--- config.mk ---
export PLATFORM = sky130hd
export DESIGN_NAME = alu_mul_sequencer
export DESIGN_NICKNAME = d
export VERILOG_FILES = /design/src/rtl/alu_mul_sequencer.sv
export SDC_FILE = /design/constraint.sdc
export NUM_CORES = 1
export LEC_CHECK = 0
export BUFFER_PORTS_ARGS = -buffer_cell sky130_fd_sc_hd__buf_2
export CAP_MARGIN = 10
export CORE_MARGIN = 2
export CORE_UTILIZATION = 48
export CTS_CLUSTER_SIZE = 30
export DETAILED_ROUTE_END_ITERATION = 8
export PLACE_DENSITY = 0.72
export SYNTH_ARGS = -nofsm -noshare
export SYNTH_HDL_FRONTEND = slang
export SYNTH_SLANG_ARGS = --single-unit
--- constraint.sdc ---
create_clock -name clk -period 2.5 [get_ports clk]
set_input_delay 0.125 -clock clk [delete_from_list [all_inputs] [get_ports clk]]
set_output_delay 0.125 -clock clk [all_outputs]
set_load 0.05 [all_outputs]
--- src/rtl/alu_mul_sequencer.sv ---
// Shift-and-add 4x4 multiply sequencer around a single 4-bit ripple ALU.
// Define ALU_SEQ_DIV_EN to add restoring division (op=1) with a divide-by-zero flag.
module alu_mul_sequencer (
  input  logic       clk,
  input  logic       rst_n,
  input  logic       start,
  input  logic       op,
  input  logic [3:0] a,
  input  logic [3:0] b,
  output logic       busy,
  output logic       done,
  output logic [7:0] result,
  output logic       err
);

  typedef enum logic [1:0] {StIdle, StIter, StDone} state_e;

  state_e     state_q, state_d;
  logic [1:0] cnt_q, cnt_d;
  logic [3:0] m_q, m_d;
  logic [3:0] q_q, q_d;
  logic [3:0] acc_q, acc_d;
  logic [7:0] result_q, result_d;
  logic       done_q, done_d;

  // ALU_4Bit: sel 00 = A+B+Cin, 01 = A+~B+Cin, 10 = A+Cin
  logic [3:0] alu_a, alu_b, alu_d, alu_bop;
  logic [1:0] alu_sel;
  logic       alu_cin, alu_cout, alu_carry;

`ifdef ALU_SEQ_DIV_EN
  logic       op_q, op_d;
  logic       err_q, err_d;
  logic       div_ov;
  logic [3:0] div_r, div_qs;
`else
  logic unused_op;
  assign unused_op = op;
`endif

  // Operand and select steering; depends only on registered state.
  always_comb begin
    alu_a   = acc_q;
    alu_b   = m_q;
    alu_sel = q_q[0] ? 2'b00 : 2'b10;
    alu_cin = 1'b0;
`ifdef ALU_SEQ_DIV_EN
    div_ov = acc_q[3];
    div_r  = {acc_q[2:0], q_q[3]};
    div_qs = {q_q[2:0], 1'b0};
    if (op_q) begin
      alu_a   = div_r;
      alu_sel = 2'b01;
      alu_cin = 1'b1;
    end
`endif
  end

  always_comb begin
    unique case (alu_sel)
      2'b00:   alu_bop = alu_b;
      2'b01:   alu_bop = ~alu_b;
      default: alu_bop = 4'h0;
    endcase
    alu_d     = 4'h0;
    alu_carry = alu_cin;
    for (int i = 0; i < 4; i++) begin
      alu_d[i]  = alu_a[i] ^ alu_bop[i] ^ alu_carry;
      alu_carry = (alu_a[i] & alu_bop[i]) | (alu_carry & (alu_a[i] ^ alu_bop[i]));
    end
    alu_cout = alu_carry;
  end

  always_comb begin
    state_d  = state_q;
    cnt_d    = cnt_q;
    m_d      = m_q;
    q_d      = q_q;
    acc_d    = acc_q;
    result_d = result_q;
    done_d   = 1'b0;
`ifdef ALU_SEQ_DIV_EN
    op_d  = op_q;
    err_d = err_q;
`endif
    unique case (state_q)
      StIdle: begin
        if (start) begin
          state_d = StIter;
          m_d     = a;
          q_d     = b;
          acc_d   = 4'h0;
          cnt_d   = 2'd0;
`ifdef ALU_SEQ_DIV_EN
          op_d    = op;
`endif
        end
      end
      StIter: begin
        cnt_d = cnt_q + 2'd1;
        if (cnt_q == 2'd3) begin
          state_d = StDone;
        end
        // With sel=10 the ALU passes acc through, so {Cout,D} is sum5 in both cases.
        acc_d = {alu_cout, alu_d[3:1]};
        q_d   = {alu_d[0], q_q[3:1]};
`ifdef ALU_SEQ_DIV_EN
        if (op_q) begin
          if (div_ov | alu_cout) begin
            acc_d = alu_d;
            q_d   = div_qs | 4'h1;
          end else begin
            acc_d = div_r;
            q_d   = div_qs;
          end
        end
`endif
      end
      StDone: begin
        state_d  = StIdle;
        done_d   = 1'b1;
        result_d = {acc_q, q_q};
`ifdef ALU_SEQ_DIV_EN
        err_d    = op_q & (m_q == 4'h0);
`endif
      end
      default: state_d = StIdle;
    endcase
  end

  always_ff @(posedge clk or negedge rst_n) begin
    if (!rst_n) begin
      state_q  <= StIdle;
      cnt_q    <= 2'd0;
      m_q      <= 4'h0;
      q_q      <= 4'h0;
      acc_q    <= 4'h0;
      result_q <= 8'h00;
      done_q   <= 1'b0;
    end else begin
      state_q  <= state_d;
      cnt_q    <= cnt_d;
      m_q      <= m_d;
      q_q      <= q_d;
      acc_q    <= acc_d;
      result_q <= result_d;
      done_q   <= done_d;
    end
  end

`ifdef ALU_SEQ_DIV_EN
  always_ff @(posedge clk or negedge rst_n) begin
    if (!rst_n) begin
      op_q  <= 1'b0;
      err_q <= 1'b0;
    end else begin
      op_q  <= op_d;
      err_q <= err_d;
    end
  end
  assign err = err_q;
`else
  assign err = 1'b0;
`endif

  assign busy   = (state_q != StIdle);
  assign done   = done_q;
  assign result = result_q;

endmodule
==> impl_metrics.toml <==
[run_status]
outcome = "complete, no violations"

[worst_setup_path]
path_max_fanout = 6
worstSetupPathType = "reg2reg"
regToRegSetupSlack_ns = 0.43
crit_path_start = "q_q[0]"
slowest_stage = "dfrtp_1"
cp-start-kind = "flip-flop"
worst_path_largest_cell_delay_ns = 0.46
cp-end-kind = "flip-flop"
r2r_start = "q_q[0]"
r2r-end = "acc_q[2]"
worstPathCellList = "and2_1 -> ha_1 -> inv_1 -> fa_1 -> inv_1 -> fa_1 -> inv_1 -> fa_1 -> o2bb2ai_1"
worstPathRequired_ns = 2.75
critPathBufInv = 3
r2r_cells = 9
path_delay_family = "adder cells"
cp.arrival_ns = 2.33

[final_layout]
nets = 121
num_antenna_cells = 0
layout_commonest_cell = "dfrtp_1"
finalNonFillerCells = 131
drive_above_1_share_pct = 39.8
area_growth_pct = 12.4
final_cell_area_um2 = 1290
fillerInstances = 204
layout_common_cells = "25 x dfrtp_1, 20 x buf_2, 10 x mux2_2, 6 x inv_1"

[detailed_routing]
drtPass1Iterations = 4
vias = 694
wl_um = 1790
via_per_inst = 5.30
ant_nets = 0
wl_per_cell_um = 13.6
route.detailed.drc = 0
drtIter0Drc = 8

[timing]
timing.final.crit_period_ns = 2.07
clock_skew_ns = 0.00896
fin_tns_setup_ns = 0
max_freq_mhz = 482
worst_pin_slew_ns = 0.535
hold_viol_final = 0
slew_violations = 0
min_period_over_period_pct = 82.9
rsz0062_at_grt = "false"
setup_viol = 0
fin_ws_ns = 0.427
maxSlewHeadroom_pct = 64.4

[power_and_ir_drop]
leakagePower_nw = 0.601
report.power.total_mw = 1.76
power.density_nw_per_um2 = 1360
irDropWorstVdd_uv = 685

[grt]
grt_pass1_wl_um = 3060
grt_pass1_vias = 678
grt_overflow_total = 0
grt.total_usage_pct = 15.7
antenna_found_initial = 0
grt_max_degree = 26

[logic_synthesis]
ys_seq_area_share_pct = 54.6
ys_seq_elements = 25
syn_area_per_cell_um2 = 13.8
postSynthCellCount = 83
mappedNetlistArea_um2 = 1150
synth_cell_type_count = 26
syn-num-nets = 100
async_reset_ff_share_pct = 100
yosys_warnings = 0
synth_enable_flop_cells = 0
synth_flop_cell = "dfrtp_1"

[clock_tree]
clk_latency_ns = 0.31
cts-root-buf = "clkbuf_4"
htree_levels = 1
cts_max_path_buffers = 2
cts_sinks = 25
cts_tree = "done"
numCtsBuffers = 3
clk_pin_slew_ns = 0.14
cts_resized = 0

[placement]
port_buffers = 20
post_dp_cell_area_um2 = 1250
hpwl_um = 1370
place_congestion = 0.748
dp.cells = 126
pre_cts_slack_ns = 0.425

[floorplanning]
dieArea_um2 = 2790
die_h_um = 52.9
start_util_pct = 51.3
core-area_um2 = 2230
io_pins = 23
die_w_um = 52.9
rows = 17

[hold_path]
whs_path_depth = 2
hp-start = "a[2]"
hp-class = "in2reg"
holdPathEnd = "alu_b[2]"

[flow_run]
cap_viol_max_count = 0
[report_power, final]
group	total [mW]	leakage (nW)	switching [mW]	internal, mW
Sequential	0.730	0.303	0.142	0.588
Combinational	0.848	0.284	0.508	0.341
Clock	0.181	0.0139	0.120	0.0610
[flip-flops by register name (all words and copies together) (netlist names)]
| register | cells |
|---|---|
| done | 1 |
| q_q | 4 |
| alu_b | 4 |
| result | 8 |
| cnt_q | 2 |
| acc_q | 4 |
| state_q | 2 |
[routing by layer]
layer,vias up,track usage (%),share of wire (%)
li1,333,-,-
met3,2,2.54,4.0
met2,13,25.2,50
met1,346,20.5,45
met5,-,0,0
met4,0,7.69,0.90
[cells by family (layout without fill, tap and decap cells)]
| kind of cell | count (synthesis) | after routing | synth area share (%) |
|---|---|---|---|
| compound gates | 12 | 12 | 9.50 |
| buf+inv | 11 | 31 | 4.80 |
| other cells | 1 | 1 | 0.327 |
| fa+ha+maj | 5 | 5 | 7.42 |
| mux | 13 | 13 | 12.7 |
| flops | 25 | 25 | 54.6 |
| simple gates | 16 | 16 | 10.7 |
[metrics by stage]
step / utilization, % / hold slack, ns
floorplan: - / -0.171
finish: 57.7 / 0.00953
global placement: 55.9 / 0.131
global route: 57.7 / 0.00105
detailed placement: 55.9 / 0.138
CTS: 57.7 / 0.000714
[Yosys cell counts (2+ instances only)]
master,number,area [um^2]
a22o_1,2,17.5
and2_1,3,18.8
buf_2,2,10.0
dfrtp_1,25,626
fa_1,3,60.1
ha_1,2,25.0
inv_1,6,22.5
mux2_1,2,22.5
mux2_2,10,113
nand2_1,2,7.51
nand2b_1,4,25.0
o221a_2,4,45.0
o2bb2ai_1,2,17.5
or4b_1,4,40.0
[how the worst max path moves through the flow]
| stage | to | slack, ns | cells after the start |
|---|---|---|---|
| after detailed placement | acc_q[2] | 0.43 | 9 |
| after floorplan | acc_q[2] | 0.57 | 9 |
| after global routing | acc_q[2] | 0.30 | 9 |
| final | acc_q[2] | 0.43 | 9 |
| after CTS | acc_q[2] | 0.41 | 9 |
| after global placement | acc_q[2] | 0.48 | 9 |
[area by class of cell]
| cell class | count | area [um^2] | area share (%) |
|---|---|---|---|
| clock buffers | 3 | 22.5 | 1.75 |
| clock inverters | 1 | 7.51 | 0.583 |
| inverters | 6 | 22.5 | 1.75 |
| multi-input cells | 47 | 465 | 36.1 |
| flip-flops and latches | 25 | 626 | 48.5 |
| well taps | 28 | 35.0 | 2.72 |
| repair buffers | 21 | 110 | 8.54 |
[worst reg2reg max path, stage by stage, from the launching register on]
cell and delay, ns:
dfrtp_1 0.46, and2_1 0.16, ha_1 0.17, inv_1 0.06, fa_1 0.15, inv_1 0.05, fa_1 0.35, inv_1 0.08
fa_1 0.41, o2bb2ai_1 0.13
[what timing repair did]
item / 4_1_cts / 5_1_grt
hold buffers: 1 / 0
buffers inserted: 0 / 0
hold endpoints to repair: 25 / 0
Note: power is estimated with default switching activity, not from simulation.
